## config.mk

```make
export PLATFORM = sky130hd
export DESIGN_NAME = costas_acq_ctrl
export DESIGN_NICKNAME = d
export VERILOG_FILES = /design/src/rtl/costas_acq_ctrl.sv
export SDC_FILE = /design/constraint.sdc
export NUM_CORES = 1
export LEC_CHECK = 0
export ABC_AREA = 1
export ABC_CLOCK_PERIOD_IN_PS = 3000
export BUFFER_PORTS_ARGS = -buffer_cell sky130_fd_sc_hd__buf_4
export CAP_MARGIN = 20
export CORE_MARGIN = 8
export CORE_UTILIZATION = 40
export CTS_BUF_LIST = sky130_fd_sc_hd__clkbuf_8
export DETAILED_ROUTE_END_ITERATION = 10
export GPL_TIMING_DRIVEN = 0
export PLACE_DENSITY = 0.61
export SLEW_MARGIN = 20
export SYNTH_ARGS = -nofsm -noshare
export SYNTH_HDL_FRONTEND = slang
export SYNTH_SLANG_ARGS = --single-unit
```

## constraint.sdc

```tcl
create_clock -name clk -period 3 [get_ports clk]
set_input_delay 0.75 -clock clk [delete_from_list [all_inputs] [get_ports clk]]
set_output_delay 0.75 -clock clk [all_outputs]
set_load 0.05 [all_outputs]
```

## src/rtl/costas_acq_ctrl.sv

```systemverilog
// Acquisition/lock sequencer for the BPSK Costas loop: frequency sweep, settle, lock metric, tracking.
// Define COSTAS_ACQ_SWEEP_EN to enable the frequency sweep; otherwise the offset stays at START_FWC.
module costas_acq_ctrl #(
  parameter int                FWC_W        = 32,
  parameter logic [FWC_W-1:0]  START_FWC    = FWC_W'(32'h0100_0000),
  parameter logic [FWC_W-1:0]  STEP_FWC     = FWC_W'(32'h0001_0000),
  parameter int                NUM_STEPS    = 16,
  parameter int                DWELL_CYCLES = 1024,
  parameter int                MEAS_LOG2    = 6,
  parameter int                LOCK_THRESH  = 200000,
  parameter int                LOSS_COUNT   = 3
) (
  input  logic               clk,
  input  logic               rst,
  input  logic               start,
  input  logic               in_valid,
  input  logic signed [15:0] I_in,
  input  logic signed [15:0] Q_in,
  output logic [FWC_W-1:0]   fwc_offset,
  output logic               loop_clear,
  output logic               loop_en,
  output logic               locked,
  output logic               busy,
  output logic               fail,
  output logic [7:0]         sweep_idx
);

`ifdef COSTAS_ACQ_SWEEP_EN
  localparam bit SWEEP_EN = 1'b1;
`else
  localparam bit SWEEP_EN = 1'b0;
`endif

  localparam int ACC_W  = 17 + MEAS_LOG2;
  localparam int DW_W   = $clog2(DWELL_CYCLES + 1);
  localparam int SC_W   = (MEAS_LOG2 > 0) ? MEAS_LOG2 : 1;
  localparam int MISS_W = $clog2(LOSS_COUNT + 1);

  localparam logic [DW_W-1:0]   DWELL_LAST = DW_W'(DWELL_CYCLES - 1);
  localparam logic [SC_W-1:0]   SAMP_LAST  = SC_W'((1 << MEAS_LOG2) - 1);
  localparam logic [MISS_W-1:0] MISS_LAST  = MISS_W'(LOSS_COUNT - 1);
  localparam logic [7:0]        LAST_IDX   = 8'(NUM_STEPS - 1);
  localparam logic signed [63:0] THRESH_X  = 64'(LOCK_THRESH);

  localparam logic [2:0] S_IDLE    = 3'd0;
  localparam logic [2:0] S_CLEAR   = 3'd1;
  localparam logic [2:0] S_SETTLE  = 3'd2;
  localparam logic [2:0] S_MEASURE = 3'd3;
  localparam logic [2:0] S_TRACK   = 3'd4;
  localparam logic [2:0] S_FAIL    = 3'd5;

  logic [2:0]              state_q, state_d;
  logic [FWC_W-1:0]        fwc_q, fwc_d;
  logic [7:0]              idx_q, idx_d;
  logic [DW_W-1:0]         dwell_q, dwell_d;
  logic [SC_W-1:0]         samp_q, samp_d;
  logic signed [ACC_W-1:0] acc_q, acc_d;
  logic [MISS_W-1:0]       miss_q, miss_d;
  logic                    locked_q, locked_d;
  logic                    fail_q, fail_d;
  logic                    loop_clear_q, loop_clear_d;
  logic                    loop_en_q, loop_en_d;
  logic                    busy_q, busy_d;

  logic [15:0]             abs_i, abs_q;
  logic signed [16:0]      metric;
  logic signed [ACC_W-1:0] acc_sum;
  logic signed [63:0]      sum_ext;
  logic                    win_last, win_pass;

  // Saturating magnitudes keep -32768 from flipping the metric's sign.
  always_comb begin
    abs_i    = I_in[15] ? ((I_in == 16'sh8000) ? 16'h7fff : 16'(-I_in)) : I_in;
    abs_q    = Q_in[15] ? ((Q_in == 16'sh8000) ? 16'h7fff : 16'(-Q_in)) : Q_in;
    metric   = $signed({1'b0, abs_i}) - $signed({1'b0, abs_q});
    acc_sum  = acc_q + ACC_W'(metric);
    sum_ext  = 64'(acc_sum);
    win_last = in_valid && (samp_q == SAMP_LAST);
    win_pass = sum_ext > THRESH_X;
  end

  always_comb begin
    state_d      = state_q;
    fwc_d        = fwc_q;
    idx_d        = idx_q;
    dwell_d      = dwell_q;
    samp_d       = samp_q;
    acc_d        = acc_q;
    miss_d       = miss_q;
    locked_d     = locked_q;
    fail_d       = fail_q;
    loop_clear_d = 1'b0;
    case (state_q)
      S_IDLE, S_FAIL: begin
        if (start) begin
          state_d      = S_CLEAR;
          idx_d        = 8'd0;
          fwc_d        = START_FWC;
          fail_d       = 1'b0;
          loop_clear_d = 1'b1;
        end
      end
      S_CLEAR: begin
        state_d = S_SETTLE;
        dwell_d = '0;
      end
      S_SETTLE: begin
        if (dwell_q == DWELL_LAST) begin
          state_d = S_MEASURE;
          acc_d   = '0;
          samp_d  = '0;
        end else begin
          dwell_d = dwell_q + DW_W'(1);
        end
      end
      S_MEASURE: begin
        if (win_last) begin
          acc_d  = '0;
          samp_d = '0;
          if (win_pass) begin
            state_d  = S_TRACK;
            locked_d = 1'b1;
            miss_d   = '0;
          end else if (SWEEP_EN && (idx_q != LAST_IDX)) begin
            state_d      = S_CLEAR;
            idx_d        = idx_q + 8'd1;
            fwc_d        = fwc_q + STEP_FWC;
            loop_clear_d = 1'b1;
          end else begin
            state_d = S_FAIL;
            fail_d  = 1'b1;
          end
        end else if (in_valid) begin
          acc_d  = acc_sum;
          samp_d = samp_q + SC_W'(1);
        end
      end
      S_TRACK: begin
        if (win_last) begin
          acc_d  = '0;
          samp_d = '0;
          if (win_pass) begin
            miss_d = '0;
          end else if (miss_q == MISS_LAST) begin
            miss_d       = '0;
            locked_d     = 1'b0;
            state_d      = S_CLEAR;
            loop_clear_d = 1'b1;
            if (SWEEP_EN) begin
              idx_d = 8'd0;
              fwc_d = START_FWC;
            end
          end else begin
            miss_d = miss_q + MISS_W'(1);
          end
        end else if (in_valid) begin
          acc_d  = acc_sum;
          samp_d = samp_q + SC_W'(1);
        end
      end
      default: state_d = S_IDLE;
    endcase
    loop_en_d = (state_d == S_SETTLE) || (state_d == S_MEASURE) || (state_d == S_TRACK);
    busy_d    = (state_d != S_IDLE) && (state_d != S_FAIL);
  end

  always_ff @(posedge clk or posedge rst) begin
    if (rst) begin
      state_q      <= S_IDLE;
      fwc_q        <= START_FWC;
      idx_q        <= 8'd0;
      dwell_q      <= '0;
      samp_q       <= '0;
      acc_q        <= '0;
      miss_q       <= '0;
      locked_q     <= 1'b0;
      fail_q       <= 1'b0;
      loop_clear_q <= 1'b0;
      loop_en_q    <= 1'b0;
      busy_q       <= 1'b0;
    end else begin
      state_q      <= state_d;
      fwc_q        <= fwc_d;
      idx_q        <= idx_d;
      dwell_q      <= dwell_d;
      samp_q       <= samp_d;
      acc_q        <= acc_d;
      miss_q       <= miss_d;
      locked_q     <= locked_d;
      fail_q       <= fail_d;
      loop_clear_q <= loop_clear_d;
      loop_en_q    <= loop_en_d;
      busy_q       <= busy_d;
    end
  end

  assign fwc_offset = fwc_q;
  assign loop_clear = loop_clear_q;
  assign loop_en    = loop_en_q;
  assign locked     = locked_q;
  assign busy       = busy_q;
  assign fail       = fail_q;
  assign sweep_idx  = idx_q;

endmodule

```

==> results of run 1 <==
[kinds of logic (layout without fill, tap and decap cells)]
group	Yosys count	in the layout	synth area share [%]
xor+xnor	30	30	4.45
flops	50	50	21.2
other cells	2	40	0.127
simple gates	500	500	37.6
compound gates	116	116	11.6
buf+inv	195	304	14.9
fa+ha+maj	46	46	10.0
[repair_timing]
action | 4_1_cts | 5_1_grt
hold buffers | 0 | 0
setup buffers | 44 | 21
pin swaps | 60 | 89
hold endpoints to repair | 0 | 0
endpoints found under the setup margin | 31 | 32
gates resized for setup | 112 | 148
[worst reg2reg max path: cells and delay by family (launching register included)]
family                     cells  cell delay (ns)
adders and majority gates      2             0.66
AOI/OAI and AO/OA              2             0.20
DFF                            1             0.37
and+or+nand+nor               17             1.46
buffers and inverters          3             0.40
[layout by cell type (no fill, tap or decap), drive strengths merged, types with 31 or more instances in the layout]
master and count:
a21oi 39, inv 147, nand2 290, ha 44, nor3 31, dfrtp 50
nor2 82, nand3 49, buf 142, conb 40, o21ai 42
[sequential cells by signal, indices dropped and copies added (netlist names)]
name and cells:
samp_q 6, acc_q 23, busy 1, miss_q 2
fail 1, locked 1, dwell_q 11, state_q 3
loop_clear 1, loop_en 1
[report_power, final]
group          total (mW)  switching [mW]  internal (mW)
combinational        4.74            2.93           1.81
sequential          0.934           0.112          0.821
clock               0.532           0.277          0.255
total                6.21            3.32           2.89
[how the worst min path moves through the flow]
stage,to,slack [ns]
final,dwell_q[10],0.49
after global routing,dwell_q[10],0.49
after CTS,dwell_q[10],0.48
after detailed placement,dwell_q[10],0.46
after global placement,dwell_q[10],0.46
after floorplan,dwell_q[10],0.44
[layout make-up]
| class | instances | share of cell area (%) |
|---|---|---|
| plain buffers | 47 | 4.23 |
| clock buffers | 5 | 0.830 |
| clock inverters | 3 | 0.589 |
| inverters | 148 | 7.06 |
| multi-input cells | 732 | 59.2 |
| flip-flops and latches | 50 | 15.1 |
| well taps | 184 | 2.78 |
| repair buffers | 101 | 10.2 |
[per-layer routing]
| metal | GRT usage [%] | part of all wire (%) | vias up | wire length (um) |
|---|---|---|---|---|
| met4 | 3.32 | 1.3 | 0 | 230 |
| li1 | - | - | 3229 | - |
| met1 | 24.5 | 48 | 2901 | 8300 |
| met3 | 2.70 | 4.2 | 21 | 726 |
| met2 | 28.5 | 47 | 126 | 8090 |
| met5 | 0 | 0 | - | 0 |
[per-stage QoR]
stage	instance area [sq um]	cells	hold slack (ns)	utilization [%]
finish	8290	1270	0.485	57.3
global route	8290	1270	0.495	57.3
floorplan	6160	977	0.440	-
CTS	7560	1252	0.483	52.2
detailed placement	6690	1200	0.461	46.2
global placement	6690	1200	0.460	46.2
==> impl_metrics.json, run 1 <==
{
  "yosys.area.top_type_share_pct": 21.2,
  "multi_input_area_sq_um": 4910,
  "maxSlewHeadroom_pct": 48.5,
  "fraction_of_layout_cells_with_a_size_suffix_above_1_pct": 36.6,
  "synth_commonest_cells": "sky130_fd_sc_hd__nand2_1 (279), sky130_fd_sc_hd__inv_1 (142), sky130_fd_sc_hd__nor2_1 (75), sky130_fd_sc_hd__dfrtp_1 (50)",
  "path_delay_family": "simple AND/OR/NAND/NOR gates",
  "worstRegToRegCells": 24,
  "grtUsageTotal_pct": 17.7,
  "avgSynthCellArea_sq_um": 6.28,
  "number_of_antenna_violations_at_the_first_check_in_global_routing": 0,
  "top_achievable_clock_speed_ghz": 0.179,
  "grt_start_max_net_pins": 51,
  "hold_class": "reg2reg",
  "synth-edff-count": 0,
  "violated_checks": "setup timing",
  "detail_route.drc_violations": 0,
  "ir_worst_vdd_uv": 415,
  "fin_ws_ns": -2.59,
  "asyncSetResetFlopFracSynth_pct": 100,
  "hpwl_mm": 12.7,
  "crit_path_max_fanout": 6,
  "crit-reg2reg-launch": "acc_q[0]",
  "setup.worst_path.class": "in2reg",
  "synth.cell_area_sq_um": 5900,
  "post_synth_num_cell_types": 44,
  "cp_slowest_cell": "sky130_fd_sc_hd__ha_1",
  "synth.area.top_cells": "sky130_fd_sc_hd__dfrtp_1 (21%), sky130_fd_sc_hd__nand2_1 (18%), sky130_fd_sc_hd__ha_1 (9.3%), sky130_fd_sc_hd__inv_1 (9.0%), sky130_fd_sc_hd__buf_4 (5.1%)",
  "globalRouteOverflowTotal": 0,
  "worst_hold_startpoint": "dwell_q[10]",
  "tritoncts.num_buffers": 5,
  "number_of_global_route_vias_before_repair": 5838,
  "n_fill_cell": 1407,
  "dpl_worst_slack_ns": -3.58,
  "drt_first_pass_iters": 5,
  "floorplan.core_area_sq_um": 14500,
  "violation_count_after_the_first_detailed_route_iteration": 398,
  "worst_pin_slew_ns": 0.767,
  "cp.buffers_inverters": 8,
  "die-area_sq_um": 18900,
  "tritoncts": "built",
  "critPathCapture": "locked",
  "post-route-period-util_pct": 186,
  "clock_latency_ns": 0.33,
  "setup_total_negative_slack_ns": -54.88,
  "post_drt_via_cell_ratio": 4.94,
  "ctsLongestPathBuffers": 2,
  "path_clk_slew_ns": 0.11,
  "outcome": "finished with violations",
  "fin_crit_ns": 5.59,
  "syn2layout_area_growth_pct": 40.5,
  "final_max_slew_viol_count": 0,
  "critPathLaunch": "Q_in[0]",
  "postRouteWirelength_mm": 17.3,
  "crit_path_start_kind": "input pin",
  "grt_setup_unrepaired": "true",
  "cap_violations": 0,
  "numClockSinks": 50,
  "num-nets-final": 1167,
  "design.portCount": 81,
  "p_leak_nw": 4.18,
  "critical_path.max_stage_delay_ns": 0.35,
  "r2r_setup_slack_ns": -0.19,
  "routed_wl_per_cell_um": 13.7,
  "number_of_endpoints_with_negative_hold_slack_in_the_final_report": 0,
  "gp_congestion": 0.916,
  "cts-htree-levels": 2,
  "design_power_total_mw": 6.21,
  "num_antenna_cells": 0,
  "power_density_nw_per_um2": 748,
  "cp.arrival_ns": 5.80,
  "starting_density_of_the_core_pct": 40.8,
  "port_buffers": 39,
  "dr_total_vias": 6277,
  "min_delay_path_depth": 1,
  "synth.ff_latch_count": 50,
  "die_w_um": 137,
  "ys.flop_type": "sky130_fd_sc_hd__dfrtp_1",
  "ys.warnings.count": 0,
  "dieHeight_um": 137,
  "wire_length_of_the_first_global_routing_pass_mm": 27.3,
  "crit_cells": 42,
  "layout.area.seq_sq_um": 1250,
  "number_of_cells_produced_by_synthesis": 939,
  "row_count": 44,
  "drt.antenna.violating_nets": 0,
  "synth_seq_area_share_pct": 21.2,
  "yosysTopAreaCell": "sky130_fd_sc_hd__dfrtp_1",
  "setup.worst_path.end_class": "flip-flop",
  "clock_skew_ns": 0.00989,
  "clockRootBuffer": "sky130_fd_sc_hd__clkbuf_8",
  "worstPathRequired_ns": 3.20,
  "setup-violations-final": 31,
  "rr_endpoint": "locked",
  "post-synth-top-count-cell": "sky130_fd_sc_hd__nand2_1",
  "crit_top_cell": "sky130_fd_sc_hd__nand2_2"
}
No activity file was read; power rests on OpenSTA's default activity.
==> inputs of run 2 (changes only) <==
--- a/config.mk
+++ b/config.mk
@@ -9,12 +9,14 @@
 export ABC_CLOCK_PERIOD_IN_PS = 3000
 export BUFFER_PORTS_ARGS = -buffer_cell sky130_fd_sc_hd__buf_4
 export CAP_MARGIN = 20
+export CELL_PAD_IN_SITES_DETAIL_PLACEMENT = 1
+export CELL_PAD_IN_SITES_GLOBAL_PLACEMENT = 1
 export CORE_MARGIN = 8
 export CORE_UTILIZATION = 40
 export CTS_BUF_LIST = sky130_fd_sc_hd__clkbuf_8
 export DETAILED_ROUTE_END_ITERATION = 10
 export GPL_TIMING_DRIVEN = 0
-export PLACE_DENSITY = 0.61
+export PLACE_DENSITY = 0.82
 export SLEW_MARGIN = 20
 export SYNTH_ARGS = -nofsm -noshare
 export SYNTH_HDL_FRONTEND = slang
==> run 2 against run 1 <==
Effect of this change:
- the run still ends with setup timing left
- clock power increased by 5.3%
- non-clock buffer count increased by 12
- sequential share of layout area decreased by 0.48 points
- count of clock-buffer cells in the layout unchanged
- die area unchanged
- design area increased by 3.3%
- critical endpoint is now loop_en
- largest power group unchanged
==> impl_metrics.json, run 2 (synthesized netlist as in run 1, its figures left out) <==
{
  "num_antenna_cells": 0,
  "path_delay_family": "simple AND/OR/NAND/NOR gates",
  "largest_registers_in_the_final_layout": "acc_q (23), dwell_q (11), samp_q (6)",
  "number_of_endpoints_with_negative_hold_slack_in_the_final_report": 0,
  "min_to": "dwell_q[10]",
  "crit-reg2reg-launch": "acc_q[0]",
  "dr_total_vias": 7200,
  "fraction_of_layout_cells_with_a_size_suffix_above_1_pct": 38.7,
  "r2r_setup_slack_ns": -0.60,
  "crit_path_start_kind": "input pin",
  "row_count": 44,
  "port_buffers": 39,
  "globalRouteOverflowTotal": 0,
  "die_w_um": 137,
  "violated_checks": "setup timing",
  "cts-htree-levels": 2,
  "fin_crit_ns": 6.08,
  "violation_count_after_the_first_detailed_route_iteration": 449,
  "rr_endpoint": "loop_en",
  "syn2layout_area_growth_pct": 45.1,
  "dpl_worst_slack_ns": -3.71,
  "cp.buffers_inverters": 8,
  "post-route-period-util_pct": 203,
  "routed_wl_per_cell_um": 21.2,
  "grt_start_max_net_pins": 51,
  "largest_register_ff_count": 23,
  "clock_skew_ns": 0.00974,
  "cp.arrival_ns": 6.29,
  "final_max_slew_viol_count": 0,
  "die-area_sq_um": 18900,
  "final_common_cell": "sky130_fd_sc_hd__nand2_1",
  "dpl-instance-area_sq_um": 6690,
  "setup.worst_path.class": "in2reg",
  "min_delay_path_depth": 1,
  "floorplan.core_area_sq_um": 14500,
  "drt_first_pass_iters": 5,
  "crit_top_cell": "sky130_fd_sc_hd__nand2_1",
  "path_clk_slew_ns": 0.11,
  "wire_length_of_the_first_global_routing_pass_mm": 37.0,
  "setup.worst_path.end_class": "flip-flop",
  "numClockSinks": 50,
  "tritoncts": "built",
  "critical_path.max_stage_delay_ns": 0.40,
  "commonest_cells_after_routing_fill_and_taps_aside": "sky130_fd_sc_hd__nand2_1 (205), sky130_fd_sc_hd__buf_4 (138), sky130_fd_sc_hd__inv_1 (116), sky130_fd_sc_hd__nand2_2 (70), sky130_fd_sc_hd__nor2_1 (54)",
  "tritoncts.num_buffers": 5,
  "number_of_global_route_vias_before_repair": 7286,
  "grtUsageTotal_pct": 24.5,
  "max_flop_register": "acc_q",
  "setup-violations-final": 31,
  "worst_hold_startpoint": "dwell_q[10]",
  "fin_ws_ns": -3.08,
  "maxSlewHeadroom_pct": 52.4,
  "grt_setup_unrepaired": "true",
  "worstRegToRegCells": 21,
  "outcome": "finished with violations",
  "worstPathRequired_ns": 3.21,
  "layout_cell_area_excl_fill_sq_um": 8560,
  "design_power_total_mw": 7.15,
  "critPathLaunch": "Q_in[3]",
  "ir_worst_vdd_uv": 426,
  "design.portCount": 81,
  "num-nets-final": 1179,
  "dieHeight_um": 137,
  "worst_pin_slew_ns": 0.714,
  "postRouteWirelength_mm": 27.2,
  "ctsLongestPathBuffers": 2,
  "crit_path_max_fanout": 8,
  "gp_congestion": 0.875,
  "cp_slowest_cell": "sky130_fd_sc_hd__ha_2",
  "cap_violations": 0,
  "clockRootBuffer": "sky130_fd_sc_hd__clkbuf_8",
  "number_of_antenna_violations_at_the_first_check_in_global_routing": 0,
  "p_leak_nw": 4.25,
  "n_fill_cell": 1839,
  "cts_hold_repair.buffers": 0,
  "hpwl_mm": 14.8,
  "power_density_nw_per_um2": 835,
  "hold_class": "reg2reg",
  "top_achievable_clock_speed_ghz": 0.165,
  "post_drt_via_cell_ratio": 5.62,
  "clock_latency_ns": 0.34,
  "drt.antenna.violating_nets": 0,
  "detail_route.drc_violations": 0,
  "starting_density_of_the_core_pct": 40.8
}
## run 2: worst max-delay path by stage
stage | end | depth (start not counted)
global placement | loop_en | 43
floorplan | loop_en | 40
global route | loop_en | 38
detailed placement | loop_en | 38
finish | loop_en | 40
CTS | loop_en | 43
## run 2: report_power, final
| group | internal (mW) | leakage, nW | switching (mW) |
|---|---|---|---|
| logic | 2.05 | 3.53 | 3.58 |
| registers | 0.821 | 0.666 | 0.146 |
| clock network | 0.255 | 0.0563 | 0.305 |
## run 2: through the flow
stage          std cells  hold WS [ns]  utilization (%)  setup TNS [ns]
2_1_floorplan        977         0.440                -          -46.47
3_3_place_gp        1200         0.464             46.2          -76.73
3_5_place_dp        1200         0.468             46.2          -78.95
4_1_cts             1260         0.482             54.9          -51.11
5_1_grt             1282         0.498             59.1          -67.65
6_report            1282         0.478             59.1          -61.77
## run 2: repair_timing
| action | CTS | global route |
|---|---|---|
| endpoints found under the setup margin | 32 | 34 |
| pin swaps | 91 | 62 |
| resized for setup | 170 | 107 |
| setup buffers | 52 | 24 |
## run 2: layout make-up
cell class / count / area, sq um / share of cell area [%]
Tap cell: 184 / 230 / 2.69
Inverter: 148 / 598 / 6.98
Timing Repair Buffer: 113 / 935 / 10.9
Sequential cell: 50 / 1250 / 14.6
Buffer: 47 / 350 / 4.09
Clock inverter: 3 / 48.8 / 0.570
Multi-Input combinational cell: 732 / 5080 / 59.3
Clock buffer: 5 / 68.8 / 0.804
## run 2: per-layer routing
layer | vias to the layer above | wire (um) | global-route usage [%]
li1 | 3246 | - | -
met4 | 0 | 1340 | 7.54
met3 | 109 | 1510 | 3.46
met2 | 307 | 13400 | 42.2
met5 | - | 0 | 0
met1 | 3538 | 10900 | 30.9
==> inputs of run 3 (changes only) <==
--- a/config.mk
+++ b/config.mk
@@ -13,7 +13,7 @@
 export CELL_PAD_IN_SITES_GLOBAL_PLACEMENT = 1
 export CORE_MARGIN = 8
 export CORE_UTILIZATION = 40
-export CTS_BUF_LIST = sky130_fd_sc_hd__clkbuf_8
+export CTS_BUF_LIST = sky130_fd_sc_hd__clkbuf_4
 export DETAILED_ROUTE_END_ITERATION = 10
 export GPL_TIMING_DRIVEN = 0
 export PLACE_DENSITY = 0.82
==> run 3 against run 2 <==
Effect of this change:
- the flow still finishes with violations (setup timing)
- highest routed layer unchanged
- design area decreased by 3.8%
- sequential power is 2% lower
- count of clock-buffer cells in the layout unchanged
- die area stayed put
- clock power down 15%
==> impl_metrics.json, run 3 (synthesized netlist as in run 1, its figures left out) <==
{
  "layout.area.seq_sq_um": 1250,
  "grt_setup_unrepaired": "true",
  "top_achievable_clock_speed_ghz": 0.168,
  "final_common_cell": "sky130_fd_sc_hd__nand2_1",
  "worstRegToRegCells": 24,
  "clock_skew_ns": 0.0119,
  "dieHeight_um": 137,
  "dpl_worst_slack_ns": -3.71,
  "globalRouteOverflowTotal": 0,
  "worst_pin_slew_ns": 0.931,
  "drt_first_pass_iters": 5,
  "dr_total_vias": 7100,
  "dpl-instance-area_sq_um": 6690,
  "crit-reg2reg-launch": "acc_q[0]",
  "violated_checks": "setup timing",
  "clock_latency_ns": 0.43,
  "gp_congestion": 0.875,
  "p_leak_nw": 4.16,
  "final_util_pct": 56.9,
  "commonest_cells_after_routing_fill_and_taps_aside": "sky130_fd_sc_hd__nand2_1 (208), sky130_fd_sc_hd__buf_4 (127), sky130_fd_sc_hd__inv_1 (114), sky130_fd_sc_hd__nand2_2 (68), sky130_fd_sc_hd__nor2_1 (56)",
  "cp_slowest_cell": "sky130_fd_sc_hd__ha_2",
  "grtUsageTotal_pct": 22.8,
  "setup.worst_path.class": "in2reg",
  "setup_total_negative_slack_ns": -55.18,
  "fin_crit_ns": 5.97,
  "num-nets-final": 1165,
  "hold_class": "in2async",
  "fin_ws_ns": -2.97,
  "power_density_nw_per_um2": 815,
  "fraction_of_layout_cells_with_a_size_suffix_above_1_pct": 37.1,
  "post_drt_via_cell_ratio": 5.60,
  "numClockSinks": 50,
  "setup-violations-final": 31,
  "die-area_sq_um": 18900,
  "multi_input_area_sq_um": 4930,
  "path_clk_slew_ns": 0.19,
  "tritoncts.num_buffers": 5,
  "max_flop_register": "acc_q",
  "crit_path_start_kind": "input pin",
  "cts-htree-levels": 2,
  "layout_cell_area_excl_fill_sq_um": 8240,
  "n_fill_cell": 1883,
  "number_of_global_route_vias_before_repair": 7117,
  "grt_start_max_net_pins": 51,
  "syn2layout_area_growth_pct": 39.6,
  "r2r_setup_slack_ns": -0.62,
  "largest_registers_in_the_final_layout": "acc_q (23), dwell_q (11), samp_q (6)",
  "tritoncts": "built",
  "cap_violations": 0,
  "crit_path_max_fanout": 6,
  "largest_register_ff_count": 23,
  "maxSlewHeadroom_pct": 37.5,
  "cts_hold_repair.buffers": 0,
  "cp.arrival_ns": 6.30,
  "postRouteWirelength_mm": 25.8,
  "die_w_um": 137,
  "starting_density_of_the_core_pct": 40.8,
  "wire_length_of_the_first_global_routing_pass_mm": 34.6,
  "number_of_antenna_violations_at_the_first_check_in_global_routing": 0,
  "timing.hold.ws_ns": 0.396,
  "outcome": "finished with violations",
  "floorplan.core_area_sq_um": 14500,
  "num_antenna_cells": 0,
  "row_count": 44,
  "detail_route.drc_violations": 0,
  "rr_endpoint": "loop_en",
  "numPlacedInstances": 1200,
  "hpwl_mm": 14.8,
  "post-route-period-util_pct": 199,
  "path_delay_family": "simple AND/OR/NAND/NOR gates",
  "number_of_endpoints_with_negative_hold_slack_in_the_final_report": 0,
  "post_layout_nonfiller_instances": 1268,
  "crit_cells": 36,
  "ir_worst_vdd_uv": 591,
  "drt.antenna.violating_nets": 0,
  "clockRootBuffer": "sky130_fd_sc_hd__clkbuf_4",
  "worstPathRequired_ns": 3.33,
  "port_buffers": 39,
  "final_max_slew_viol_count": 0,
  "setup.worst_path.end_class": "flip-flop",
  "critical_path.max_stage_delay_ns": 0.41,
  "design_power_total_mw": 6.71,
  "routed_wl_per_cell_um": 20.4,
  "ctsLongestPathBuffers": 2,
  "violation_count_after_the_first_detailed_route_iteration": 431,
  "cp.buffers_inverters": 6,
  "design.portCount": 81,
  "crit_top_cell": "sky130_fd_sc_hd__nand2_1"
}
## run 3: cell count changes in the layout (fill, tap and decap cells not counted), moves of 3 or more
cell / delta
sky130_fd_sc_hd__ha_4: -7
sky130_fd_sc_hd__clkbuf_4: +5
sky130_fd_sc_hd__nor2_2: -3
sky130_fd_sc_hd__a21oi_1: +3
sky130_fd_sc_hd__clkbuf_8: -5
sky130_fd_sc_hd__nand2_1: +3
sky130_fd_sc_hd__inv_4: -4
sky130_fd_sc_hd__ha_2: +4
sky130_fd_sc_hd__inv_2: +7
sky130_fd_sc_hd__buf_4: -11
sky130_fd_sc_hd__ha_1: +3
sky130_fd_sc_hd__a21oi_4: -4
## run 3: what timing repair did
item / in CTS / in global routing
resized for setup: 146 / 109
setup buffers: 46 / 16
gates cloned: 0 / 0
pin swaps: 87 / 56
setup endpoints to repair: 32 / 32
## run 3: how the worst max path moves through the flow
stage / startpoint / end
after floorplan: Q_in[0] / loop_en
after global routing: Q_in[3] / loop_en
after CTS: Q_in[1] / loop_en
after detailed placement: I_in[15] / loop_en
after global placement: Q_in[0] / loop_en
final: Q_in[3] / loop_en
## run 3: layout make-up
| class | instances | area share [%] |
|---|---|---|
| Multi-Input combinational cell | 732 | 59.9 |
| Sequential cell | 50 | 15.2 |
| Timing Repair Buffer | 99 | 9.72 |
| Inverter | 148 | 7.09 |
| Buffer | 47 | 4.25 |
| Tap cell | 184 | 2.80 |
| Clock inverter | 3 | 0.592 |
| Clock buffer | 5 | 0.456 |
## run 3: power breakdown
part,switching (mW),internal [mW],total [mW]
Sequential,0.128,0.821,0.949
Combinational,3.41,1.88,5.29
Clock,0.294,0.181,0.475
## run 3: routing by layer
layer	vias up	global-route usage (%)	routed length, um
met3	75	2.63	1400
met1	3523	29.5	10400
met5	-	0	0
met4	0	5.13	943
met2	286	39.6	13100
li1	3216	-	-
